**src/rtl/fwd_hazard_ctrl_if.sv**
```systemverilog
// ID-stage hazard bus between the decode stage (master) and the forwarding/hazard controller (slave).
// The ID fields are meaningful only while id_valid=1; there is no ready: stall is the back-pressure, same cycle.
interface fwd_hazard_ctrl_if #(
  parameter int REG_AW = 5,
  parameter int CNT_W  = 16
);
  logic              id_valid;
  logic [REG_AW-1:0] id_rs1;
  logic [REG_AW-1:0] id_rs2;
  logic              id_rs1_used;
  logic              id_rs2_used;
  logic [REG_AW-1:0] id_rd;
  logic              id_regwrite;
  logic              id_memread;
  logic              flush;
  logic              stall;
  logic [1:0]        ex_fwd_a_sel;
  logic [1:0]        ex_fwd_b_sel;
  logic [CNT_W-1:0]  stall_cnt;

  modport master (
    output id_valid, id_rs1, id_rs2, id_rs1_used, id_rs2_used,
    output id_rd, id_regwrite, id_memread, flush,
    input  stall, ex_fwd_a_sel, ex_fwd_b_sel, stall_cnt
  );

  modport slave (
    input  id_valid, id_rs1, id_rs2, id_rs1_used, id_rs2_used,
    input  id_rd, id_regwrite, id_memread, flush,
    output stall, ex_fwd_a_sel, ex_fwd_b_sel, stall_cnt
  );
endinterface

```
**src/rtl/fwd_hazard_ctrl.sv**
```systemverilog
// EX operand-forwarding select generation and load-use stall detection for a 5-stage pipeline.
// Shadows the destination info of the EX and MEM instructions; selects are registered as the ID instruction enters EX.
module fwd_hazard_ctrl #(
  parameter int REG_AW = 5,
  parameter int CNT_W  = 16
) (
  input logic               clk,
  input logic               rstn,
  fwd_hazard_ctrl_if.slave  bus
);

  localparam logic [1:0] SEL_RF  = 2'b00;
  localparam logic [1:0] SEL_EXM = 2'b01;
  localparam logic [1:0] SEL_MWB = 2'b10;

  logic              ex_v_q, ex_v_d;
  logic [REG_AW-1:0] ex_rd_q, ex_rd_d;
  logic              ex_rw_q, ex_rw_d;
  logic              ex_ld_q, ex_ld_d;
  logic              mem_v_q, mem_v_d;
  logic [REG_AW-1:0] mem_rd_q, mem_rd_d;
  logic              mem_rw_q, mem_rw_d;
  logic [1:0]        a_sel_q, a_sel_d;
  logic [1:0]        b_sel_q, b_sel_d;
  logic [CNT_W-1:0]  cnt_q, cnt_d;

  logic hit_ex1, hit_ex2, hit_mem1, hit_mem2;
  logic stall_c, bubble;
  logic [1:0] a_next, b_next;

  // x0 is hard-wired zero, so it never matches a producer.
  function automatic logic hit(input logic [REG_AW-1:0] r, input logic v, input logic rw,
                               input logic [REG_AW-1:0] rd);
    return (r != '0) && v && rw && (rd == r);
  endfunction

  always_comb begin
    hit_ex1  = hit(bus.id_rs1, ex_v_q, ex_rw_q, ex_rd_q);
    hit_ex2  = hit(bus.id_rs2, ex_v_q, ex_rw_q, ex_rd_q);
    hit_mem1 = hit(bus.id_rs1, mem_v_q, mem_rw_q, mem_rd_q);
    hit_mem2 = hit(bus.id_rs2, mem_v_q, mem_rw_q, mem_rd_q);

    stall_c = bus.id_valid && !bus.flush && ex_v_q && ex_ld_q &&
              ((bus.id_rs1_used && hit_ex1) || (bus.id_rs2_used && hit_ex2));

    // EX is the youngest producer, so it is checked before MEM.
    a_next = SEL_RF;
    if (bus.id_rs1_used && hit_ex1)       a_next = SEL_EXM;
    else if (bus.id_rs1_used && hit_mem1) a_next = SEL_MWB;
    b_next = SEL_RF;
    if (bus.id_rs2_used && hit_ex2)       b_next = SEL_EXM;
    else if (bus.id_rs2_used && hit_mem2) b_next = SEL_MWB;

    mem_v_d  = ex_v_q;
    mem_rd_d = ex_rd_q;
    mem_rw_d = ex_rw_q;

    bubble  = bus.flush || stall_c || !bus.id_valid;
    ex_v_d  = 1'b0;
    ex_rd_d = '0;
    ex_rw_d = 1'b0;
    ex_ld_d = 1'b0;
    a_sel_d = SEL_RF;
    b_sel_d = SEL_RF;
    if (!bubble) begin
      ex_v_d  = 1'b1;
      ex_rd_d = bus.id_rd;
      ex_rw_d = bus.id_regwrite;
      ex_ld_d = bus.id_memread;
      a_sel_d = a_next;
      b_sel_d = b_next;
    end

    cnt_d = cnt_q;
    if (stall_c && (cnt_q != '1)) cnt_d = cnt_q + CNT_W'(1);
  end

  always_ff @(posedge clk or negedge rstn) begin
    if (!rstn) begin
      ex_v_q   <= 1'b0;
      ex_rd_q  <= '0;
      ex_rw_q  <= 1'b0;
      ex_ld_q  <= 1'b0;
      mem_v_q  <= 1'b0;
      mem_rd_q <= '0;
      mem_rw_q <= 1'b0;
      a_sel_q  <= SEL_RF;
      b_sel_q  <= SEL_RF;
      cnt_q    <= '0;
    end else begin
      ex_v_q   <= ex_v_d;
      ex_rd_q  <= ex_rd_d;
      ex_rw_q  <= ex_rw_d;
      ex_ld_q  <= ex_ld_d;
      mem_v_q  <= mem_v_d;
      mem_rd_q <= mem_rd_d;
      mem_rw_q <= mem_rw_d;
      a_sel_q  <= a_sel_d;
      b_sel_q  <= b_sel_d;
      cnt_q    <= cnt_d;
    end
  end

  assign bus.stall        = stall_c;
  assign bus.ex_fwd_a_sel = a_sel_q;
  assign bus.ex_fwd_b_sel = b_sel_q;
  assign bus.stall_cnt    = cnt_q;

endmodule

```
**src/flat_wrapper.sv**
```systemverilog
// flat-port wrapper written by rule: the top's interface ports become plain ports
module fwd_hazard_ctrl_flat 
#(
  parameter int REG_AW = 5,
  parameter int CNT_W  = 16
)
  (clk, rstn, bus_id_valid, bus_id_rs1, bus_id_rs2, bus_id_rs1_used, bus_id_rs2_used, bus_id_rd, bus_id_regwrite, bus_id_memread, bus_flush, bus_stall, bus_ex_fwd_a_sel, bus_ex_fwd_b_sel, bus_stall_cnt);
  fwd_hazard_ctrl_if #(.REG_AW(REG_AW), .CNT_W(CNT_W)) bus_i ();
  input logic clk;
  input logic rstn;
  input wire logic [$bits(bus_i.id_valid)-1:0] bus_id_valid;
  input wire logic [$bits(bus_i.id_rs1)-1:0] bus_id_rs1;
  input wire logic [$bits(bus_i.id_rs2)-1:0] bus_id_rs2;
  input wire logic [$bits(bus_i.id_rs1_used)-1:0] bus_id_rs1_used;
  input wire logic [$bits(bus_i.id_rs2_used)-1:0] bus_id_rs2_used;
  input wire logic [$bits(bus_i.id_rd)-1:0] bus_id_rd;
  input wire logic [$bits(bus_i.id_regwrite)-1:0] bus_id_regwrite;
  input wire logic [$bits(bus_i.id_memread)-1:0] bus_id_memread;
  input wire logic [$bits(bus_i.flush)-1:0] bus_flush;
  output wire logic [$bits(bus_i.stall)-1:0] bus_stall;
  output wire logic [$bits(bus_i.ex_fwd_a_sel)-1:0] bus_ex_fwd_a_sel;
  output wire logic [$bits(bus_i.ex_fwd_b_sel)-1:0] bus_ex_fwd_b_sel;
  output wire logic [$bits(bus_i.stall_cnt)-1:0] bus_stall_cnt;
  assign bus_i.id_valid = bus_id_valid;
  assign bus_i.id_rs1 = bus_id_rs1;
  assign bus_i.id_rs2 = bus_id_rs2;
  assign bus_i.id_rs1_used = bus_id_rs1_used;
  assign bus_i.id_rs2_used = bus_id_rs2_used;
  assign bus_i.id_rd = bus_id_rd;
  assign bus_i.id_regwrite = bus_id_regwrite;
  assign bus_i.id_memread = bus_id_memread;
  assign bus_i.flush = bus_flush;
  assign bus_stall = bus_i.stall;
  assign bus_ex_fwd_a_sel = bus_i.ex_fwd_a_sel;
  assign bus_ex_fwd_b_sel = bus_i.ex_fwd_b_sel;
  assign bus_stall_cnt = bus_i.stall_cnt;
  fwd_hazard_ctrl #(.REG_AW(REG_AW), .CNT_W(CNT_W)) u_core (.clk(clk), .rstn(rstn), .bus(bus_i));
endmodule
```
**config.mk**
```make
export PLATFORM = sky130hd
export DESIGN_NAME = fwd_hazard_ctrl_flat
export DESIGN_NICKNAME = d
export VERILOG_FILES = /design/src/rtl/fwd_hazard_ctrl_if.sv /design/src/rtl/fwd_hazard_ctrl.sv /design/src/flat_wrapper.sv
export SDC_FILE = /design/constraint.sdc
export NUM_CORES = 1
export LEC_CHECK = 0
export BUFFER_PORTS_ARGS = -buffer_cell sky130_fd_sc_hd__buf_2
export CAP_MARGIN = 20
export CORE_ASPECT_RATIO = 0.75
export CORE_MARGIN = 2
export CORE_UTILIZATION = 30
export DETAILED_ROUTE_END_ITERATION = 6
export GPL_TIMING_DRIVEN = 1
export SYNTH_ARGS = -nofsm -noshare
export SYNTH_HDL_FRONTEND = slang
export SYNTH_SLANG_ARGS = --single-unit
```
**constraint.sdc**
```tcl
create_clock -name clk -period 2.6 [get_ports clk]
set_input_delay 0.13 -clock clk [delete_from_list [all_inputs] [get_ports clk]]
set_output_delay 0.13 -clock clk [all_outputs]
set_load 0.02 [all_outputs]
```
==> results of run 1 <==
[kinds of logic after synthesis]
logic type      count (synthesis)  share of synthesized area [%]
compound gates                  8                           4.13
xor+xnor                       33                           17.3
fa+ha+maj                       1                          0.750
buf+inv                         5                           1.73
flops                          35                           52.5
mux                             2                           1.35
simple gates                   59                           22.2
[worst max path at each step]
stage	end	slack, ps
after floorplan	u_core.bus.stall_cnt[11]	700
after global placement	u_core.bus.stall_cnt[15]	620
after detailed placement	u_core.bus.stall_cnt[12]	570
after CTS	bus_stall	350
after global routing	bus_stall	160
final	bus_stall	320
[layout by cell type (no fill, tap or decap), types with 2 or more instances in the layout]
| cell | synthesis | final |
|---|---|---|
| nand2_1 | 7 | 7 |
| nor4_2 | 5 | 5 |
| nor2b_1 | 2 | 2 |
| or4_1 | 2 | 2 |
| xor2_1 | 17 | 17 |
| mux2_1 | 2 | 2 |
| xnor2_1 | 16 | 16 |
| or2_1 | 2 | 2 |
| nand4_1 | 8 | 8 |
| inv_1 | 2 | 2 |
| buf_2 | 2 | 43 |
| nor3_1 | 6 | 6 |
| clkbuf_8 | 0 | 5 |
| and3_1 | 7 | 7 |
| o21ai_1 | 2 | 2 |
| and2_1 | 8 | 8 |
| dfrtp_1 | 35 | 35 |
| nand3_1 | 6 | 6 |
| nor2_1 | 3 | 3 |
[per-layer routing]
| metal | routed length, um | up-vias |
|---|---|---|
| li1 | - | 600 |
| met1 | 1740 | 580 |
| met2 | 1420 | 38 |
| met3 | 186 | 6 |
| met4 | 70 | 0 |
| met5 | 0 | - |
[critical path, delay by kind of cell, from the launching register on]
kind	cells	cell delay (ps)
buffers and inverters	1	170
DFF	1	430
xor gates and xnor gates	1	170
and+or+nand+nor	4	1100
[final cells by class]
cell class | instances | share of cell area (%)
repair buffers | 45 | 11.3
flip-flops and latches | 35 | 42.6
inverters | 2 | 0.365
clock buffers | 6 | 3.53
clock inverters | 2 | 0.608
multi-input cells | 103 | 37.1
well taps | 75 | 4.56
[per-stage QoR]
stage          setup WS (ps)  cell area, sq um
2_1_floorplan            697              1670
3_3_place_gp             620              1960
3_5_place_dp             573              1960
4_1_cts                  345              2060
5_1_grt                  163              2060
6_report                 325              2060
[sequential cells by signal (all words and copies together) (netlist names)]
register,cells
u_core.bus.ex_fwd_a_sel,2
u_core.mem_rd_q,5
u_core.mem_v_q,1
u_core.ex_ld_q,1
u_core.ex_rw_q,1
u_core.mem_rw_q,1
u_core.bus.ex_fwd_b_sel,2
u_core.ex_rd_q,5
u_core.ex_v_q,1
u_core.bus.stall_cnt,16
[synth_stat cells]
| cell type | count |
|---|---|
| inv_1 | 2 |
| and3_1 | 7 |
| buf_2 | 2 |
| buf_6 | 1 |
| nor3_1 | 6 |
| and2_1 | 8 |
| o21ai_1 | 2 |
| a31oi_1 | 1 |
| nor4_2 | 5 |
| or2_1 | 2 |
| xor2_1 | 17 |
| a21boi_4 | 1 |
| dfrtp_1 | 35 |
| nand2_1 | 7 |
| a211oi_1 | 1 |
| a41oi_1 | 1 |
| nor2_1 | 3 |
| a2111oi_0 | 1 |
| nand3_1 | 6 |
| nand4_1 | 8 |
| mux2_1 | 2 |
| or4_4 | 1 |
| nor2b_1 | 2 |
| ha_1 | 1 |
| o21ai_2 | 1 |
| or4_1 | 2 |
| xnor2_1 | 16 |
| nor4_1 | 1 |
| and4_1 | 1 |
[power breakdown]
part	switching (uW)	leakage (uW)	internal [uW]	total [uW]
clock network	193	0.0000412	187	380
registers	8.29	0.000470	554	562
logic	35.4	0.000510	33.9	69.3
==> flow_metrics.env, run 1 <==
export IMPL_status="finished clean"
export IMPL_gp_congestion=0.837
export IMPL_dp_cells=259
export IMPL_n_fill_cell=535
export IMPL_path_max_fanout=7
export IMPL_grt_ovfl_total=0
export IMPL_grt_use_met1_pct=15.9
export IMPL_ys_ff_latch=35
export IMPL_r2r_start="u_core.ex_rd_q[3]"
export IMPL_worst_r2r_path_depth=7
export IMPL_design_core_area_sq_um=5350
export IMPL_worstPathRequired_ps=2470
export IMPL_yosysSeqAreaShare_pct=52.5
export IMPL_ant_nets=0
export IMPL_whs_ps=54.7
export IMPL_vias=1224
export IMPL_clock_skew_ps=11.6
export IMPL_crit_path_start_kind="flip-flop"
export IMPL_crit_arrival_ps=2150
export IMPL_rows=23
export IMPL_finish_utilization_pct=38.5
export IMPL_cts_repair_resized=0
export IMPL_p_per_area_nw_per_um2=491
export IMPL_cts_tree="yes"
export IMPL_ys_types=29
export IMPL_grt_usage_pct=11.6
export IMPL_slew_viol_final=0
export IMPL_clock_path_buffers=2
export IMPL_irDropWorstVdd_v=0.000149
export IMPL_min_period_ps=2280
export IMPL_area_growth_pct=23.4
export IMPL_grt_pass1_wl_um=5560
export IMPL_clk_pin_slew_ps=70
export IMPL_worst_slew_pin_slew_ps=748
export IMPL_finalHoldViolCount=0
export IMPL_initial_core_util_pct=31.2
export IMPL_p_leak_uw=0.00102
export IMPL_clk_latency_ps=290
export IMPL_multiInputGateArea_sq_um=763
export IMPL_port_buffers=43
export IMPL_place_hpwl_um=2590
export IMPL_met2_usage_pct=16.4
export IMPL_finalSetupViolations=0
export IMPL_die_w_um=90.1
export IMPL_cts_setup_buffers=0
export IMPL_syn_instance_count=143
export IMPL_crit_type="reg2out"
export IMPL_syn_cell_area_sq_um=1670
export IMPL_drcViolationCount=0
export IMPL_wl_per_cell_um=12.8
export IMPL_cap_viol_max_count=0
export IMPL_min_to="u_core.ex_rd_q[0]"
export IMPL_grt_setup_unrepaired="no"
export IMPL_met3_usage_pct=4.02
export IMPL_final_seq_area_sq_um=876
export IMPL_drt_iter0_drc=71
export IMPL_setup_tns_ps=0
export IMPL_synth_nets=167
export IMPL_max_stage_delay_ps=430
export IMPL_startpoint="u_core.ex_rd_q[3]"
export IMPL_maxClockFrequency_ghz=0.439
export IMPL_via_per_inst=4.57
export IMPL_synthTopCellsByArea="dfrtp_1 53%, xor2_1 8.9%, xnor2_1 8.4%"
export IMPL_hold_depth=2
export IMPL_cts_sinks=35
export IMPL_slowest_stage="dfrtp_1"
export IMPL_busiest_layer="met2"
export IMPL_n_antenna_cell=0
export IMPL_io_pins=44
export IMPL_drive_gt1_share_pct=30.6
export IMPL_min_period_over_period_pct=87.5
export IMPL_drt_pass1_iterations=4
export IMPL_synth_warnings=0
export IMPL_die_h_um=68.6
export IMPL_grt_pass1_vias=1152
export IMPL_syn_avg_cell_area_sq_um=11.7
export IMPL_cts_root_buffer="clkbuf_8"
export IMPL_finalPower_uw=1010
export IMPL_slew_headroom_pct=50.1
export IMPL_crit_path_end_kind="output port"
export IMPL_r2r_slack_ps=540
export IMPL_reg2reg_to="u_core.bus.stall_cnt[15]"
export IMPL_min_path_type="in2reg"
export IMPL_worstPathCellList="xnor2_1, nand4_1, nor4_2, or2_1, and2_1, buf_2"
export IMPL_hold_buffers=1
export IMPL_antenna_found_initial=0
export IMPL_ctsHtreeMaxLevel=2
export IMPL_dieArea_sq_um=6180
export IMPL_synth_top_cell_area_share_pct=52.5
export IMPL_hp_start="bus_id_rd[0]"
export IMPL_wl_um=3420
export IMPL_synth_largest_area_cell="dfrtp_1"
export IMPL_finalNetCount=216
export IMPL_grt_max_degree=36
export IMPL_fin_cells=268
export IMPL_cts_buffers=5
Note: power is estimated with default switching activity, not from simulation.
==> run 2: changes to the inputs <==
==> constraint.sdc (replaced) <==
create_clock -name clk -period 2.2 [get_ports clk]
set_input_delay 0.11 -clock clk [delete_from_list [all_inputs] [get_ports clk]]
set_output_delay 0.11 -clock clk [all_outputs]
set_load 0.02 [all_outputs]
==> run 2 against run 1 <==
- first-iteration DRC count decreased by 27%
- clock-buffer cell count decreased by 1
- via count decreased by 1.9%
- routed wire length decreased by 1.9%
- global-route usage increased by 0.46 points
- power increased by 31%
==> flow_metrics.env, run 2 (synthesized netlist as in run 1, its figures left out) <==
export IMPL_crit_path_end_kind="output port"
export IMPL_finalHoldViolCount=0
export IMPL_worstPathCellList="xnor2_1, nand4_1, nor4_4, or2_4, and2_1, buf_2"
export IMPL_dieArea_sq_um=6180
export IMPL_min_period_over_period_pct=91.8
export IMPL_drt_pass1_iterations=4
export IMPL_status="finished clean"
export IMPL_clk_latency_ps=290
export IMPL_finalSetupViolations=0
export IMPL_r2r_start="u_core.ex_rd_q[4]"
export IMPL_clk_pin_slew_ps=70
export IMPL_rows=23
export IMPL_largest_reg_flops=16
export IMPL_gp_congestion=0.839
export IMPL_cts_buffers=5
export IMPL_setup_tns_ps=0
export IMPL_crit_arrival_ps=1910
export IMPL_n_antenna_cell=0
export IMPL_grt_usage_pct=12.1
export IMPL_irDropWorstVdd_v=0.000202
export IMPL_cp_buffers_inverters=1
export IMPL_place_hpwl_um=2620
export IMPL_pre_cts_ws_ps=164
export IMPL_hold_depth=2
export IMPL_drcViolationCount=0
export IMPL_clock_path_buffers=2
export IMPL_grt_pass1_vias=1156
export IMPL_grt_pass1_wl_um=5590
export IMPL_clock_skew_ps=6.72
export IMPL_worst_r2r_path_depth=7
export IMPL_die_w_um=90.1
export IMPL_final_common_cell="buf_2"
export IMPL_ant_nets=0
export IMPL_cap_viol_max_count=0
export IMPL_grt_setup_unrepaired="no"
export IMPL_max_stage_delay_ps=430
export IMPL_wl_per_cell_um=12.5
export IMPL_cts_sinks=35
export IMPL_port_buffers=43
export IMPL_finalNetCount=217
export IMPL_via_per_inst=4.46
export IMPL_path_max_fanout=7
export IMPL_cts_tree="yes"
export IMPL_mostFrequentLayoutCells="43 x buf_2, 35 x dfrtp_1, 17 x xor2_1, 16 x xnor2_1"
export IMPL_cts_setup_buffers=0
export IMPL_r2r_slack_ps=290
export IMPL_crit_family="simple AND/OR/NAND/NOR gates"
export IMPL_hp_start="bus_id_memread"
export IMPL_ctsHtreeMaxLevel=2
export IMPL_area_growth_pct=26.9
export IMPL_reg2reg_to="u_core.bus.stall_cnt[15]"
export IMPL_initial_core_util_pct=31.2
export IMPL_cts_root_buffer="clkbuf_8"
export IMPL_finish_utilization_pct=39.6
export IMPL_worstPathRequired_ps=2090
export IMPL_design_core_area_sq_um=5350
export IMPL_min_period_ps=2020
export IMPL_slowest_stage="dfrtp_1"
export IMPL_min_path_type="in2reg"
export IMPL_slew_viol_final=0
export IMPL_layout_setup_ws_ps=181
export IMPL_maxClockFrequency_ghz=0.495
export IMPL_drive_gt1_share_pct=32.0
export IMPL_vias=1201
export IMPL_crit_type="reg2out"
export IMPL_min_to="u_core.ex_ld_q"
export IMPL_io_pins=44
export IMPL_drt_iter0_drc=52
export IMPL_crit_path_start_kind="flip-flop"
export IMPL_antenna_found_initial=0
export IMPL_grt_max_degree=36
export IMPL_p_per_area_nw_per_um2=627
export IMPL_wl_um=3350
export IMPL_worst_slew_pin_slew_ps=736
export IMPL_grt_ovfl_total=0
export IMPL_slew_headroom_pct=51.0
export IMPL_die_h_um=68.6
export IMPL_p_leak_uw=0.00105
run 2: worst max-delay path by stage:
stage | from | end | cells after the start
after detailed placement | u_core.ex_rd_q[3] | u_core.bus.stall_cnt[12] | 6
after floorplan | u_core.bus.stall_cnt[5] | u_core.bus.stall_cnt[11] | 7
after CTS | u_core.ex_rd_q[3] | bus_stall | 6
after global routing | u_core.ex_rd_q[0] | bus_stall | 6
final | u_core.ex_rd_q[4] | bus_stall | 6
after global placement | u_core.ex_rd_q[3] | u_core.bus.stall_cnt[12] | 6
run 2: metrics by stage:
step           std cells  total power, uW  instance area, sq um  hold slack [ps]
2_1_floorplan        143              712                  1670             -186
3_3_place_gp         260              760                  1970              226
3_5_place_dp         260              759                  1970              219
4_1_cts              269             1340                  2100             13.0
5_1_grt              269             1390                  2120             13.8
6_report             269             1330                  2120             19.6
run 2: power by group:
| group | leakage (uW) | internal, uW | switching (uW) |
|---|---|---|---|
| logic | 0.000522 | 40.3 | 45.9 |
| registers | 0.000470 | 654 | 9.45 |
| clock network | 0.0000587 | 343 | 234 |
| total | 0.00105 | 1040 | 289 |
run 2: layout make-up:
class / count / area [sq um]
well taps: 75 / 93.8
clock buffers: 5 / 68.8
clock inverters: 3 / 47.5
inverters: 2 / 7.51
multi-input cells: 103 / 783
fillers: 552 / 3240
repair buffers: 46 / 240
flip-flops and latches: 35 / 876
run 2: what timing repair did:
action	4_1_cts	5_1_grt
resized for setup	1	2
hold buffers	1	0
pin swaps	0	1
setup endpoints to repair	1	10
hold endpoints to repair	35	0
cloned	0	0
run 2: routing by layer:
layer	routed length [um]	GRT usage [%]	up-vias
met5	0	0	-
met3	153	4.78	6
met2	1430	18.6	22
li1	-	-	604
met1	1710	15.4	569
met4	58	5.19	0
run 2: worst reg2reg max path, cell delays in order, from the launching register on:
cell and delay, ps:
dfrtp_1 430, xnor2_1 140, nand4_1 180, nor4_4 330, o21ai_1 130, buf_4 190
nor4_2 280, xor2_1 160
==> run 3: changes to the inputs <==
--- a/config.mk
+++ b/config.mk
@@ -11,7 +11,7 @@
 export CORE_MARGIN = 2
 export CORE_UTILIZATION = 30
 export DETAILED_ROUTE_END_ITERATION = 6
-export GPL_TIMING_DRIVEN = 1
+export GPL_TIMING_DRIVEN = 0
 export SYNTH_ARGS = -nofsm -noshare
 export SYNTH_HDL_FRONTEND = slang
 export SYNTH_SLANG_ARGS = --single-unit
==> run 3 against run 2 <==
- cell area decreased by 0.89%
- hold slack improved by 7.0 ps
- routed wire length about the same
- sequential cell count unchanged
- clock power decreased by 20%
- fmax decreased by 0.42%
- critical endpoint unchanged
==> flow_metrics.env, run 3 (synthesized netlist as in run 1, its figures left out) <==
export IMPL_status="finished clean"
export IMPL_combPwrFrac_pct=7.0
export IMPL_crit_arrival_ps=1920
export IMPL_grt_pass1_wl_um=5550
export IMPL_place_area_sq_um=1980
export IMPL_setup_tns_ps=0
export IMPL_multiInputGateArea_sq_um=781
export IMPL_cts_sinks=35
export IMPL_whs_ps=26.6
export IMPL_crit_path_end_kind="output port"
export IMPL_layout_setup_ws_ps=172
export IMPL_cts_setup_buffers=0
export IMPL_ant_nets=0
export IMPL_dieArea_sq_um=6180
export IMPL_finalHoldViolCount=0
export IMPL_design_core_area_sq_um=5350
export IMPL_worst_r2r_path_depth=7
export IMPL_slowest_stage="dfrtp_1"
export IMPL_grt_pass1_vias=1146
export IMPL_maxClockFrequency_ghz=0.493
export IMPL_drt_pass1_iterations=4
export IMPL_p_sw_share_pct=24.1
export IMPL_cts_buffers=5
export IMPL_worstPathCellList="xnor2_1, nand4_1, nor4_4, or2_1, buf_6, and2_1, buf_2"
export IMPL_clkPwrFrac_pct=38.2
export IMPL_p_leak_uw=0.00104
export IMPL_final_seq_area_sq_um=876
export IMPL_drcViolationCount=0
export IMPL_p_sw_uw=291
export IMPL_n_fill_cell=541
export IMPL_drt_iter0_drc=18
export IMPL_grt_ovfl_total=0
export IMPL_crit_type="reg2out"
export IMPL_finalNetCount=218
export IMPL_worstPathRequired_ps=2090
export IMPL_rows=23
export IMPL_clock_path_buffers=2
export IMPL_p_seq_share_pct=54.8
export IMPL_min_to="u_core.ex_rd_q[0]"
export IMPL_p_int_uw=920
export IMPL_final_common_cell="buf_2"
export IMPL_path_max_fanout=7
export IMPL_cts_tree="yes"
export IMPL_initial_core_util_pct=31.2
export IMPL_r2r_start="u_core.bus.stall_cnt[5]"
export IMPL_crit_family="simple AND/OR/NAND/NOR gates"
export IMPL_die_w_um=90.1
export IMPL_min_period_over_period_pct=92.2
export IMPL_clk_latency_ps=280
export IMPL_irDropWorstVdd_v=0.000185
export IMPL_fin_area_sq_um=2100
export IMPL_io_pins=44
export IMPL_crit_path_start_kind="flip-flop"
export IMPL_reg2reg_to="u_core.bus.stall_cnt[5]"
export IMPL_drive_gt1_share_pct=31.8
export IMPL_ctsHtreeMaxLevel=2
export IMPL_grt_usage_pct=11.9
export IMPL_cts_root_buffer="clkbuf_8"
export IMPL_p_per_area_nw_per_um2=578
export IMPL_clk_pin_slew_ps=70
export IMPL_port_buffers=43
export IMPL_n_antenna_cell=0
export IMPL_grt_max_degree=36
export IMPL_hold_depth=2
export IMPL_place_hpwl_um=2580
export IMPL_die_h_um=68.6
export IMPL_vias=1191
export IMPL_r2r_slack_ps=210
export IMPL_slew_headroom_pct=49.9
export IMPL_clock_skew_ps=5.75
export IMPL_gp_congestion=0.787
export IMPL_mostFrequentLayoutCells="45 x buf_2, 35 x dfrtp_1, 17 x xor2_1, 16 x xnor2_1"
export IMPL_min_path_type="in2reg"
export IMPL_finalPower_uw=1210
export IMPL_antenna_found_initial=0
export IMPL_grt_setup_unrepaired="no"
export IMPL_wl_per_cell_um=12.4
export IMPL_min_period_ps=2030
export IMPL_pre_cts_ws_ps=161
export IMPL_cp_buffers_inverters=2
export IMPL_largest_reg_flops=16
export IMPL_max_stage_delay_ps=440
export IMPL_hp_start="bus_id_rd[0]"
export IMPL_area_growth_pct=25.8
export IMPL_cap_viol_max_count=0
export IMPL_worst_slew_pin_slew_ps=751
export IMPL_slew_viol_final=0
export IMPL_wl_um=3360
export IMPL_finalSetupViolations=0
export IMPL_via_per_inst=4.41
[run 3: cell types whose count changed in the layout (fill, tap and decap cells not counted), sizes merged]
cell,previous run,this run
inv,3,2
bufinv,1,0
clkinvlp,0,1
clkinv,1,2
buf,45,46
[run 3: repair_timing]
| item | 4_1_cts | 5_1_grt |
|---|---|---|
| hold endpoints to repair | 35 | 0 |
| setup endpoints to repair | 0 | 5 |
| gates resized for setup | 0 | 2 |
| hold buffers | 1 | 0 |
[run 3: worst register-to-register path, delay by kind of cell, from the launching register on]
kind | cells | cell delay [ps]
AO/OA/AOI/OAI | 1 | 110
XOR/XNOR | 1 | 150
buffers and inverters | 1 | 260
flip-flops | 1 | 430
AND/OR/NAND/NOR | 4 | 920
[run 3: per-stage QoR]
step,cells,utilization [%]
finish,270,39.2
global route,270,39.2
CTS,270,38.9
detailed placement,261,36.9
global placement,261,36.9
floorplan,143,-
[run 3: per-layer routing]
metal,track usage (%),routed length [um],up-vias
met3,3.80,132,7
met2,16.9,1360,24
met1,16.0,1800,556
li1,-,-,604
met4,6.92,74,0
met5,0,0,-
[run 3: power by group through the flow]
stage | clock (uW) | sequential, uW | combinational (uW)
after floorplan | 0 | 674 | 38.0
after CTS | 481 | 664 | 84.1
final | 463 | 664 | 84.8
after global placement | 0 | 676 | 81.8
after global routing | 515 | 665 | 95.7
after detailed placement | 0 | 677 | 82.5
[run 3: cell type report]
class,count,share of cell area [%]
Clock buffer,5,3.28
Sequential cell,35,41.7
Inverter,2,0.358
Timing Repair Buffer,44,10.7
Tap cell,75,4.47
Clock inverter,3,1.19
Multi-Input combinational cell,103,37.2
Buffer,3,1.01
[run 3: worst max path at each step]
stage | startpoint | to | slack, ps | cells after the start
global placement | u_core.ex_rd_q[1] | u_core.bus.stall_cnt[15] | 210 | 7
global route | u_core.ex_rd_q[3] | bus_stall | 2 | 7
finish | u_core.ex_rd_q[3] | bus_stall | 170 | 7
CTS | u_core.ex_rd_q[3] | bus_stall | 20 | 7
detailed placement | u_core.ex_rd_q[3] | u_core.bus.stall_cnt[15] | 160 | 7
floorplan | u_core.bus.stall_cnt[5] | u_core.bus.stall_cnt[11] | 300 | 7
